<file path="config.mk">
export PLATFORM = sky130hd
export DESIGN_NAME = litedram_native_bist_flat
export DESIGN_NICKNAME = d
export VERILOG_FILES = /design/src/rtl/litedram_native_bist_if.sv /design/src/rtl/litedram_native_bist.sv /design/src/flat_wrapper.sv
export SDC_FILE = /design/constraint.sdc
export NUM_CORES = 1
export LEC_CHECK = 0
export CELL_PAD_IN_SITES_DETAIL_PLACEMENT = 0
export CELL_PAD_IN_SITES_GLOBAL_PLACEMENT = 1
export CORE_AREA = 2 2 284 286
export CTS_BUF_LIST = sky130_fd_sc_hd__clkbuf_4
export DETAILED_ROUTE_END_ITERATION = 10
export DIE_AREA = 0 0 286 288
export PLACE_DENSITY = 0.78
export SLEW_MARGIN = 20
export SYNTH_ARGS = -nofsm -noshare
export SYNTH_HDL_FRONTEND = slang
export SYNTH_SLANG_ARGS = --single-unit
</file>
<file path="constraint.sdc">
create_clock -name user_clk -period 6.2 [get_ports user_clk]
set_input_delay 0.62 -clock user_clk [delete_from_list [all_inputs] [get_ports user_clk]]
set_output_delay 0.62 -clock user_clk [all_outputs]
set_load 0.02 [all_outputs]
</file>
<file path="src/rtl/litedram_native_bist_if.sv">
// LiteDRAM native user port: command, write-data and read-data handshakes.
// The BIST engine is the master; litedram_core (or a model of it) is the slave.
interface litedram_native_bist_if #(
  parameter int unsigned ADDR_W = 24,
  parameter int unsigned DATA_W = 256
);
  logic                cmd_valid;
  logic                cmd_ready;
  logic                cmd_we;
  logic [ADDR_W-1:0]   cmd_addr;
  logic                wdata_valid;
  logic                wdata_ready;
  logic [DATA_W/8-1:0] wdata_we;
  logic [DATA_W-1:0]   wdata_data;
  logic                rdata_valid;
  logic                rdata_ready;
  logic [DATA_W-1:0]   rdata_data;

  modport master (
    output cmd_valid, cmd_we, cmd_addr, wdata_valid, wdata_we, wdata_data, rdata_ready,
    input  cmd_ready, wdata_ready, rdata_valid, rdata_data
  );

  modport slave (
    input  cmd_valid, cmd_we, cmd_addr, wdata_valid, wdata_we, wdata_data, rdata_ready,
    output cmd_ready, wdata_ready, rdata_valid, rdata_data
  );
endinterface

</file>
<file path="src/rtl/litedram_native_bist.sv">
// Built-in self-test for one LiteDRAM native port: writes an address-derived pattern
// over a range, reads it back with pipelined reads and counts mismatching words.
module litedram_native_bist #(
  parameter int unsigned ADDR_W    = 24,
  parameter int unsigned DATA_W    = 256,
  parameter int unsigned CNT_W     = 24,
  parameter int unsigned MAX_OUTST = 4,
  parameter int unsigned ERR_W     = 16
) (
  input  logic              user_clk,
  input  logic              user_rst,
  input  logic              start,
  input  logic [1:0]        mode,
  input  logic [ADDR_W-1:0] base_addr,
  input  logic [CNT_W-1:0]  word_count,
  input  logic [31:0]       seed,
  output logic              busy,
  output logic              done,
  output logic              pass,
  output logic [ERR_W-1:0]  error_count,
  output logic [ADDR_W-1:0] first_err_addr,
  output logic [CNT_W-1:0]  progress,
  litedram_native_bist_if.master native
);
  localparam int unsigned LANES = DATA_W / 32;
  localparam int unsigned OUT_W = 4;

  typedef enum logic [1:0] {StIdle, StWrite, StRead, StDone} state_e;

  state_e            state_q, state_d;
  logic [1:0]        mode_q;
  logic [ADDR_W-1:0] base_q;
  logic [CNT_W-1:0]  count_q;
  logic [31:0]       seed_q;
  logic [CNT_W-1:0]  cmd_cnt_q;
  logic [CNT_W-1:0]  dat_cnt_q;
  logic [OUT_W-1:0]  outst_q;
  logic [ERR_W-1:0]  err_q;
  logic [ADDR_W-1:0] first_q;
  logic              pass_q;

  logic              cmd_left, dat_left;
  logic              cmd_fire, wd_fire, rd_fire, rd_cmd_fire, mismatch;
  logic [ADDR_W-1:0] dat_addr;
  logic [DATA_W-1:0] dat_pattern;

  function automatic logic [DATA_W-1:0] pattern(input logic [ADDR_W-1:0] addr,
                                                input logic [31:0]       s);
    logic [DATA_W-1:0] w;
    logic [31:0]       a32;
    a32 = 32'(addr);
    w   = '0;
    for (int i = 0; i < int'(LANES); i++) w[i*32 +: 32] = (a32 + 32'(i)) ^ s;
    return w;
  endfunction

  // dat_cnt_q counts written beats in WRITE and checked words in READ
  assign cmd_left    = (cmd_cnt_q != count_q);
  assign dat_left    = (dat_cnt_q != count_q);
  assign dat_addr    = base_q + ADDR_W'(dat_cnt_q);
  assign dat_pattern = pattern(dat_addr, seed_q);
  assign cmd_fire    = native.cmd_valid && native.cmd_ready;
  assign wd_fire     = (state_q == StWrite) && dat_left && native.wdata_ready;
  assign rd_cmd_fire = cmd_fire && (state_q == StRead);
  assign rd_fire     = (state_q == StRead) && (outst_q != '0) && native.rdata_valid;
  assign mismatch    = rd_fire && (native.rdata_data != dat_pattern);

  always_comb begin
    state_d            = state_q;
    native.cmd_valid   = 1'b0;
    native.cmd_we      = 1'b0;
    native.cmd_addr    = base_q + ADDR_W'(cmd_cnt_q);
    native.wdata_valid = 1'b0;
    native.wdata_we    = '0;
    native.wdata_data  = dat_pattern;
    native.rdata_ready = 1'b0;
    unique case (state_q)
      StIdle: begin
        if (start) state_d = (mode == 2'd1) ? StRead : StWrite;
      end
      StWrite: begin
        native.wdata_valid = dat_left;
        native.wdata_we    = dat_left ? '1 : '0;
        native.cmd_we      = 1'b1;
        // a write command may only catch up with data already sent or being sent now
        native.cmd_valid   = cmd_left && ((cmd_cnt_q < dat_cnt_q) || wd_fire);
        if (!cmd_left && !dat_left) begin
          state_d = ((mode_q != 2'd0) && (count_q != '0)) ? StRead : StDone;
        end
      end
      StRead: begin
        native.cmd_valid   = cmd_left && (outst_q < OUT_W'(MAX_OUTST));
        native.rdata_ready = (outst_q != '0);
        if (!dat_left) state_d = StDone;
      end
      StDone: begin
        state_d = StIdle;
      end
      default: state_d = StIdle;
    endcase
  end

  always_ff @(posedge user_clk or posedge user_rst) begin
    if (user_rst) begin
      state_q   <= StIdle;
      mode_q    <= '0;
      base_q    <= '0;
      count_q   <= '0;
      seed_q    <= '0;
      cmd_cnt_q <= '0;
      dat_cnt_q <= '0;
      outst_q   <= '0;
      err_q     <= '0;
      first_q   <= '0;
      pass_q    <= 1'b0;
    end else begin
      state_q <= state_d;
      if (state_q == StIdle) begin
        if (start) begin
          mode_q    <= mode;
          base_q    <= base_addr;
          count_q   <= word_count;
          seed_q    <= seed;
          cmd_cnt_q <= '0;
          dat_cnt_q <= '0;
          outst_q   <= '0;
          err_q     <= '0;
          first_q   <= '0;
          pass_q    <= 1'b0;
        end
      end else begin
        if (cmd_fire) cmd_cnt_q <= cmd_cnt_q + CNT_W'(1);
        if (wd_fire || rd_fire) dat_cnt_q <= dat_cnt_q + CNT_W'(1);
        if (rd_cmd_fire && !rd_fire) begin
          outst_q <= outst_q + OUT_W'(1);
        end else if (!rd_cmd_fire && rd_fire) begin
          outst_q <= outst_q - OUT_W'(1);
        end
        if (mismatch) begin
          if (err_q != '1) err_q <= err_q + ERR_W'(1);
          if (err_q == '0) first_q <= dat_addr;
        end
        if ((state_q == StWrite) && (state_d == StRead)) begin
          cmd_cnt_q <= '0;
          dat_cnt_q <= '0;
        end
        // err_q saturates rather than wraps, so nonzero still means a failure
        if ((state_q != StDone) && (state_d == StDone)) pass_q <= (err_q == '0);
      end
    end
  end

  assign busy           = (state_q == StWrite) || (state_q == StRead);
  assign done           = (state_q == StDone);
  assign pass           = pass_q;
  assign error_count    = err_q;
  assign first_err_addr = first_q;
  assign progress       = dat_cnt_q;
endmodule
</file>
<file path="src/flat_wrapper.sv">
// flat-port wrapper written by rule: the top's interface ports become plain ports
module litedram_native_bist_flat 
#(
  parameter int unsigned ADDR_W    = 24,
  parameter int unsigned DATA_W    = 256,
  parameter int unsigned CNT_W     = 24,
  parameter int unsigned MAX_OUTST = 4,
  parameter int unsigned ERR_W     = 16
)
  (user_clk, user_rst, start, mode, base_addr, word_count, seed, busy, done, pass, error_count, first_err_addr, progress, native_cmd_valid, native_cmd_we, native_cmd_addr, native_wdata_valid, native_wdata_we, native_wdata_data, native_rdata_ready, native_cmd_ready, native_wdata_ready, native_rdata_valid, native_rdata_data);
  litedram_native_bist_if #(.ADDR_W(ADDR_W), .DATA_W(DATA_W)) native_i ();
  input  logic user_clk;
  input  logic user_rst;
  input  logic start;
  input  logic [1:0] mode;
  input  logic [ADDR_W-1:0] base_addr;
  input  logic [CNT_W-1:0] word_count;
  input  logic [31:0] seed;
  output logic busy;
  output logic done;
  output logic pass;
  output logic [ERR_W-1:0] error_count;
  output logic [ADDR_W-1:0] first_err_addr;
  output logic [CNT_W-1:0] progress;
  output wire logic [$bits(native_i.cmd_valid)-1:0] native_cmd_valid;
  output wire logic [$bits(native_i.cmd_we)-1:0] native_cmd_we;
  output wire logic [$bits(native_i.cmd_addr)-1:0] native_cmd_addr;
  output wire logic [$bits(native_i.wdata_valid)-1:0] native_wdata_valid;
  output wire logic [$bits(native_i.wdata_we)-1:0] native_wdata_we;
  output wire logic [$bits(native_i.wdata_data)-1:0] native_wdata_data;
  output wire logic [$bits(native_i.rdata_ready)-1:0] native_rdata_ready;
  input wire logic [$bits(native_i.cmd_ready)-1:0] native_cmd_ready;
  input wire logic [$bits(native_i.wdata_ready)-1:0] native_wdata_ready;
  input wire logic [$bits(native_i.rdata_valid)-1:0] native_rdata_valid;
  input wire logic [$bits(native_i.rdata_data)-1:0] native_rdata_data;
  assign native_cmd_valid = native_i.cmd_valid;
  assign native_cmd_we = native_i.cmd_we;
  assign native_cmd_addr = native_i.cmd_addr;
  assign native_wdata_valid = native_i.wdata_valid;
  assign native_wdata_we = native_i.wdata_we;
  assign native_wdata_data = native_i.wdata_data;
  assign native_rdata_ready = native_i.rdata_ready;
  assign native_i.cmd_ready = native_cmd_ready;
  assign native_i.wdata_ready = native_wdata_ready;
  assign native_i.rdata_valid = native_rdata_valid;
  assign native_i.rdata_data = native_rdata_data;
  litedram_native_bist #(.ADDR_W(ADDR_W), .DATA_W(DATA_W), .CNT_W(CNT_W), .MAX_OUTST(MAX_OUTST), .ERR_W(ERR_W)) u_core (.user_clk(user_clk), .user_rst(user_rst), .start(start), .mode(mode), .base_addr(base_addr), .word_count(word_count), .seed(seed), .busy(busy), .done(done), .pass(pass), .error_count(error_count), .first_err_addr(first_err_addr), .progress(progress), .native(native_i));
endmodule
</file>
### Word-level counts from Yosys, hierarchy flattened

Index checks and enable logic that the tools add are counted.

| word-level totals | value |
|---|---|
| bits in registers | 177 |
| bits of input ports | 344 |
| word-level logic and storage cells | 121 |

| operators by class | value |
|---|---|
| add/sub/neg operators | 14 |
| order comparisons | 2 |
| eq/ne operators | 12 |
| multiplexer cells | 33 |
| bitwise gates (word level) | 8 |
| reductions and logical operators | 41 |

Operators with widths:

| kind | number |
|---|---|
| $ne A256 B256 Y1 | 1 |
| $mux W24 | 10 |
| $xor A32 B32 Y32 | 7 |
| $add A24 B3 Y25 const B | 4 |
| $mux W16 | 4 |
| $mux W32 | 2 |
| $add A24 B2 Y25 const B | 2 |
| $add A24 B1 Y24 const B | 2 |
| $add A24 B24 Y24 | 2 |
| $ne A24 B24 Y1 | 2 |
| $xor A24 B32 Y32 | 1 |
| $add A24 B1 Y25 const B | 1 |
| $lt A24 B24 Y1 | 1 |
| $reduce_bool A24 Y1 | 1 |
| $add A16 B1 Y16 const B | 1 |
| $logic_not A16 Y1 | 1 |
| $mux W4 | 4 |
| $ne A16 B16 Y1 const B | 1 |
| $logic_and A1 B1 Y1 | 15 |
| $reduce_and A2 Y1 | 5 |
| $reduce_bool A2 Y1 | 5 |
| $reduce_bool A3 Y1 | 3 |
| $eq A2 B2 Y1 const B | 4 |
| $mux W2 | 4 |
| other kinds (13) | 27 |

### Depth between registers and ports, before layout

| logic depth | value |
|---|---|
| depth after elaboration | 13 |
| mapped depth | 26 |
| mapped depth without buffers | 22 |

### Worst setup path after synthesis

OpenSTA, ideal clock, no wires.

| timing | value |
|---|---|
| path kind | register to register |
| start | register u_core.dat_cnt_q[1] (netlist: u_core.progress[1]) |
| end | register u_core.err_q[15] (netlist: u_core.error_count[15]) |
| data arrival time | 6758 ps |
| data required time | 6068 ps |
| slack | -690 ps |
| cell stages (with the launch flop) | 23 |
| clock period less this slack | 6890 ps |
| cell sequence | dfrtp_1 > ha_1 > a211oi_4 > or2_2 > clkbuf_1 > xnor2_1 > inv_1 > ha_1 > clkbuf_1 > nor2_1 > o22ai_1 > a32oi_1 > o211ai_1 > or4_1 > or4_1 > or4_1 > or4_1 > or4_4 > o31ai_4 > buf_2 > a2111oi_0 > xnor2_1 > nor2_1 |

| between the ends | value |
|---|---|
| cells in the longest elaborated chain, start to end | 7 |
| elaborated cells between the ends (all ways) | 20 |
| those cells by class | 8 x add/sub; 1 x eq/ne; 8 x bitwise; 3 x reduce/logical |

RTL lines:

| item | RTL line | source |
|---|---|---|
| start: declaration | litedram_native_bist.sv:36 | `logic [CNT_W-1:0] dat_cnt_q;` |
| start signal: assignment | litedram_native_bist.sv:133 | `if (wd_fire \|\| rd_fire) dat_cnt_q <= dat_cnt_q + CNT_W'(1);` |
| $add A24 B24 Y24 * | litedram_native_bist.sv:60 | `assign dat_addr = base_q + ADDR_W'(dat_cnt_q);` |
| $add A24 B1 Y25 (tied with other cells) | litedram_native_bist.sv:53 | `for (int i = 0; i < int'(LANES); i++) w[i*32 +: 32] = (a32 + 32'(i)) ^ s;` |
| $xor A32 B32 Y32 | litedram_native_bist.sv:53 |  |
| $ne A256 B256 Y1 * | litedram_native_bist.sv:66 | `assign mismatch = rd_fire && (native.rdata_data != dat_pattern);` |
| $logic_and A1 B1 Y1 * | litedram_native_bist.sv:66 |  |
| $reduce_bool A2 Y1 (no source line) * | n/a |  |
| $reduce_and A3 Y1 (no source line) * | n/a |  |
| end signal: assignment | litedram_native_bist.sv:140 | `if (err_q != '1) err_q <= err_q + ERR_W'(1);` |
| end: declaration | litedram_native_bist.sv:38 | `logic [ERR_W-1:0] err_q;` |

Every way passes the cells marked *; elsewhere a longest branch is shown, timed or not.
A chain may end at the register's enable or synchronous reset.

### Final worst setup path

| timing | value |
|---|---|
| start | register u_core.dat_cnt_q[1] (netlist: u_core.progress[1]) |
| end | register u_core.first_q[10] (netlist: u_core.first_err_addr[10]) |

| between the ends | value |
|---|---|
| cells in the longest elaborated chain, start to end | 7 |
| elaborated cells between the ends (all ways) | 23 |
| those cells by class | 8 x add/sub; 1 x eq/ne; 3 x mux; 8 x bitwise; 3 x reduce/logical |

RTL lines:

| item | RTL line | source |
|---|---|---|
| $add A24 B24 Y24 * | litedram_native_bist.sv:60 |  |
| $add A24 B1 Y25 (tied with other cells) | litedram_native_bist.sv:53 |  |
| $xor A32 B32 Y32 | litedram_native_bist.sv:53 |  |
| $ne A256 B256 Y1 | litedram_native_bist.sv:66 |  |
| $logic_and A1 B1 Y1 | litedram_native_bist.sv:66 |  |
| $reduce_bool A2 Y1 (no source line) | n/a |  |
| $reduce_and A3 Y1 (no source line) | n/a |  |
| end signal: assignment | litedram_native_bist.sv:141 | `if (err_q == '0) first_q <= dat_addr;` |
| end: declaration | litedram_native_bist.sv:39 | `logic [ADDR_W-1:0] first_q;` |

Every way passes the cells marked *; elsewhere a longest branch is shown, timed or not. The select of a mux whose other input is x is not followed.

==> summary.txt <==
Setup path
  • Most used cell, CP: or4_4
  • Worst path max stage delay: 0.57 ns
  • Crit path DAT: 6.83 ns
  • Nature of the critical path endpoint: register
  • Crit start category: register
  • Highest-delay cell along the critical path: or4_4
  • Critical path fanouts, max: 6
  • CP required: 6.75 ns
  • Critical Path, Cell by Cell: ha_4 -> a211oi_4 -> buf_4 -> o211ai_4 -> a21o_1 -> a21oi_1 -> buf_4 -> xor2_1 -> a32oi_1 -> o211ai_1 -> or4_4 -> or4_4 -> or4_4 -> or4_4 -> or4_4 -> buf_4 -> o31ai_4 -> buf_6 -> clkbuf_16 -> mux2i_1 -> o22ai_1
  • WS Path Type: reg -> reg

Floorplanning
  • Num rows: 104
  • Initial core utilization: 0.2712
  • Die H: 288 microns
  • Ports: 727
  • Die Width: 286 microns
  • Full die area: 82,370 sq um
  • Core area: 79,640 sq um

Logic synthesis
  • Async SR Flop Fraction: 1.000
  • Syn Area/Cell: 7.338 sq um
  • Netlist cell types: 89
  • Post-Syn Instances: 2,943
  • Synth Cell Area: 21,600 sq um
  • Post-synth EDFFs: 0
  • Net Count, Synth: 3,380
  • Main synth FF type: dfrtp_1
  • Seq/Total Area, Yosys: 0.2051
  • Count of state elements after synthesis: 177
  • Ys Warns: 0

CTS
  • CTS Buffer Depth: 2
  • Clock latency on the worst-skew pair: 0.66 ns
  • CTS tree: done
  • H-tree depth: 4
  • CTS root buf: clkbuf_4
  • Clock transition at path regs: 0.20 ns
  • Hold_buf cts: 0
  • Number of CTS-inserted buffers: 17
  • CTS sink cnt: 177

Timing
  • Final hold slack: 0.4486 ns
  • Final setup margin: -0.08118 ns
  • Worst slew margin: 0.3174
  • Post-layout min period: 6.281 ns
  • Maximum clock frequency: 159.2 MHz
  • Final setup vio count: 29
  • Worst Skew: 0.05485 ns
  • Sum Neg Setup Slack: -0.9886 ns
  • Worst-margin pin slew: 1.024 ns
  • Final period utilization: 1.013
  • Final max-slew violation count: 0
  • Unrepaired setup endpoints after global routing: true
  • Fin. Hold Viols: 0

Power and ir drop
  • Switch Pwr: 4704 uW
  • VDD IR-drop max: 0.0002338 V
  • Internal: 4214 uW
  • Clock Power Share: 0.074
  • Power Density: 271.6 nW/um^2
  • Gate power share: 0.791
  • Sequential Power Share: 0.135
  • Pleak: 0.01362 uW
  • Sw frac: 0.5275

Final layout
  • Most frequent cells in the layout: 692 x clkdlybuf4s50_1, 415 x nand2_1, 386 x buf_4, 329 x xnor2_1, 241 x nor2_1
  • Layout overhead on the synthesized area: 52.03%
  • Finished Layout Cells: 4,917
  • Commonest non-fill, non-tap cell in the layout: clkdlybuf4s50_1
  • Layout cells sized above 1: 0.1509
  • Post-route cell area: 32,830 sq um
  • Nets: 4,273

Run
  • Total of max-cap violations: 0

Routing
  • Pre-antenna DRT Iters: 6
  • DRC viols: 0
  • Routed len/inst: 25.79 microns
  • Via/cell ratio: 5.342
  • Post-DRT Antenna Nets: 0
  • WL final: 126,800 microns
  • Drt initial violations: 2,473
  • Routed vias: 26.27k

Global routing
  • Initial antenna violation count: 9
  • Gr usage total: 0.2934
  • Largest net degree at the start of global routing: 92
  • Total grt overflow: 0
  • First-pass GRT wire length: 177,900 microns
  • Vias in the first global route: 25.19k

Placement
  • DP HPWL: 106,000 microns
  • Area after DPL: 31,690 sq um
  • GPL Wtd Cong: 1.016
  • Cells after DPL: 4,843
  • Port Buffer Count: 726

Outcome
  • Failing checks: setup timing
  • Status: finished with violations

Worst hold path
  • Hold Path Class: in -> reg
==> power groups by stage <==
stage	Sequential, uW	Combinational [uW]	Clock [uW]
3_5_place_dp	1230	6720	0
2_1_floorplan	1280	3130	0
3_3_place_gp	1220	6730	0
4_1_cts	1210	6840	685
5_1_grt	1210	7310	722
6_report	1210	7050	657
==> cells by family (layout without fill, tap and decap cells) <==
family,after synthesis,after routing,synth area share
adder cells (fa/ha/maj),93,93,0.05492
buffers and inverters,385,1291,0.08476
AND/OR/NAND/NOR,1260,1260,0.2820
flip-flops,177,177,0.2051
multiplexers,26,26,0.01222
XOR/XNOR,415,415,0.1747
other,0,8,0
AO/OA/AOI/OAI,587,587,0.1864
==> worst max-delay path, delay by kind of cell (launching register included) <==
| kind | cells | cell delay [ns] |
|---|---|---|
| AO/OA/AOI/OAI | 8 | 1.63 |
| XOR/XNOR | 1 | 0.13 |
| adder cells (fa/ha/maj) | 1 | 0.25 |
| buffers and inverters | 5 | 0.89 |
| flip-flops | 1 | 0.47 |
| multiplexers | 1 | 0.17 |
| AND/OR/NAND/NOR | 5 | 2.63 |
==> synth_stat cells, types with 11 or more instances <==
| cell | number | area, sq um |
|---|---|---|
| nand2_1 | 420 | 1577 |
| xnor2_1 | 335 | 2934 |
| nor2_1 | 245 | 919.6 |
| dfrtp_1 | 177 | 4429 |
| inv_1 | 145 | 544.3 |
| nand3_1 | 130 | 650.6 |
| a21oi_1 | 115 | 575.6 |
| o21ai_0 | 113 | 565.5 |
| nor3_1 | 112 | 560.5 |
| clkbuf_1 | 109 | 409.1 |
| buf_4 | 101 | 758.2 |
| ha_1 | 90 | 1126 |
| xor2_1 | 70 | 613.1 |
| nand4_1 | 61 | 381.6 |
| and3_1 | 56 | 350.3 |
| nor4_1 | 53 | 331.6 |
| o22ai_1 | 45 | 281.5 |
| or3_1 | 36 | 225.2 |
| a211oi_1 | 28 | 210.2 |
| a21o_1 | 28 | 210.2 |
| o21a_1 | 27 | 202.7 |
| a31oi_1 | 26 | 162.7 |
| mux2i_1 | 23 | 230.2 |
| o211ai_1 | 22 | 165.2 |
| a2111oi_0 | 21 | 183.9 |
| or4_1 | 20 | 150.1 |
| and2_1 | 19 | 118.9 |
| nand2b_1 | 19 | 118.9 |
| nor4b_1 | 19 | 166.4 |
| o31ai_1 | 15 | 112.6 |
| or2_2 | 15 | 93.84 |
| buf_1 | 14 | 52.55 |
| nor2b_1 | 13 | 81.33 |
| o2111ai_1 | 13 | 113.9 |
| a22oi_1 | 11 | 82.58 |
==> state kept, by name, summed over array words and instances (netlist names), 4 cells and up <==
name                   flops
u_core.outst_q             4
u_core.base_q             24
u_core.progress           24
u_core.seed_q             32
u_core.count_q            24
u_core.error_count        16
u_core.cmd_cnt_q          24
u_core.first_err_addr     24
==> worst paths after layout <==
path                                     from                        end  slack [ns]  cells after the start
max                        u_core.progress[1]  u_core.first_err_addr[10]       -0.08                     21
min                                   seed[1]           u_core.seed_q[1]        0.45                      3
max reg2reg                u_core.progress[1]  u_core.first_err_addr[10]       -0.08                     21
min reg2reg                  u_core.mode_q[1]           u_core.mode_q[1]        0.50                      2
max in group asynchronous            user_rst      u_core.error_count[0]        4.65                      3
min in group asynchronous            user_rst          u_core.seed_q[25]        0.46                      2
==> repair_timing <==
action | CTS | global route
pin swaps | 19 | 51
setup endpoints to repair | 43 | 44
setup buffers | 13 | 18
gates cloned | 2 | 2
gates resized for setup | 31 | 108
==> final cells by class <==
type | count | area, sq um
Antenna cell | 8 | 20.02
Clock buffer | 19 | 142.6
Clock inverter | 13 | 106.4
Fill cell | 8327 | 46800
Inverter | 156 | 590.6
Multi-Input combinational cell | 2381 | 15980
Sequential cell | 177 | 4434
Tap cell | 1060 | 1326
Timing Repair Buffer | 1103 | 10230
==> per-stage QoR <==
stage | util | power, uW | setup slack, ns
5_1_grt | 0.4122 | 9246 | -0.2110
2_1_floorplan | - | 4413 | 0.006785
3_3_place_gp | 0.3979 | 7955 | -0.07212
6_report | 0.4123 | 8918 | -0.08118
4_1_cts | 0.4043 | 8728 | 0.005896
3_5_place_dp | 0.3979 | 7950 | -0.1757
==> routing by layer <==
metal,share of wire,global-route usage
met1,0.41,0.3714
met2,0.48,0.5027
met5,0.00032,0
met4,0.041,0.1105
met3,0.069,0.04342
(Power assumes the default switching activity.)
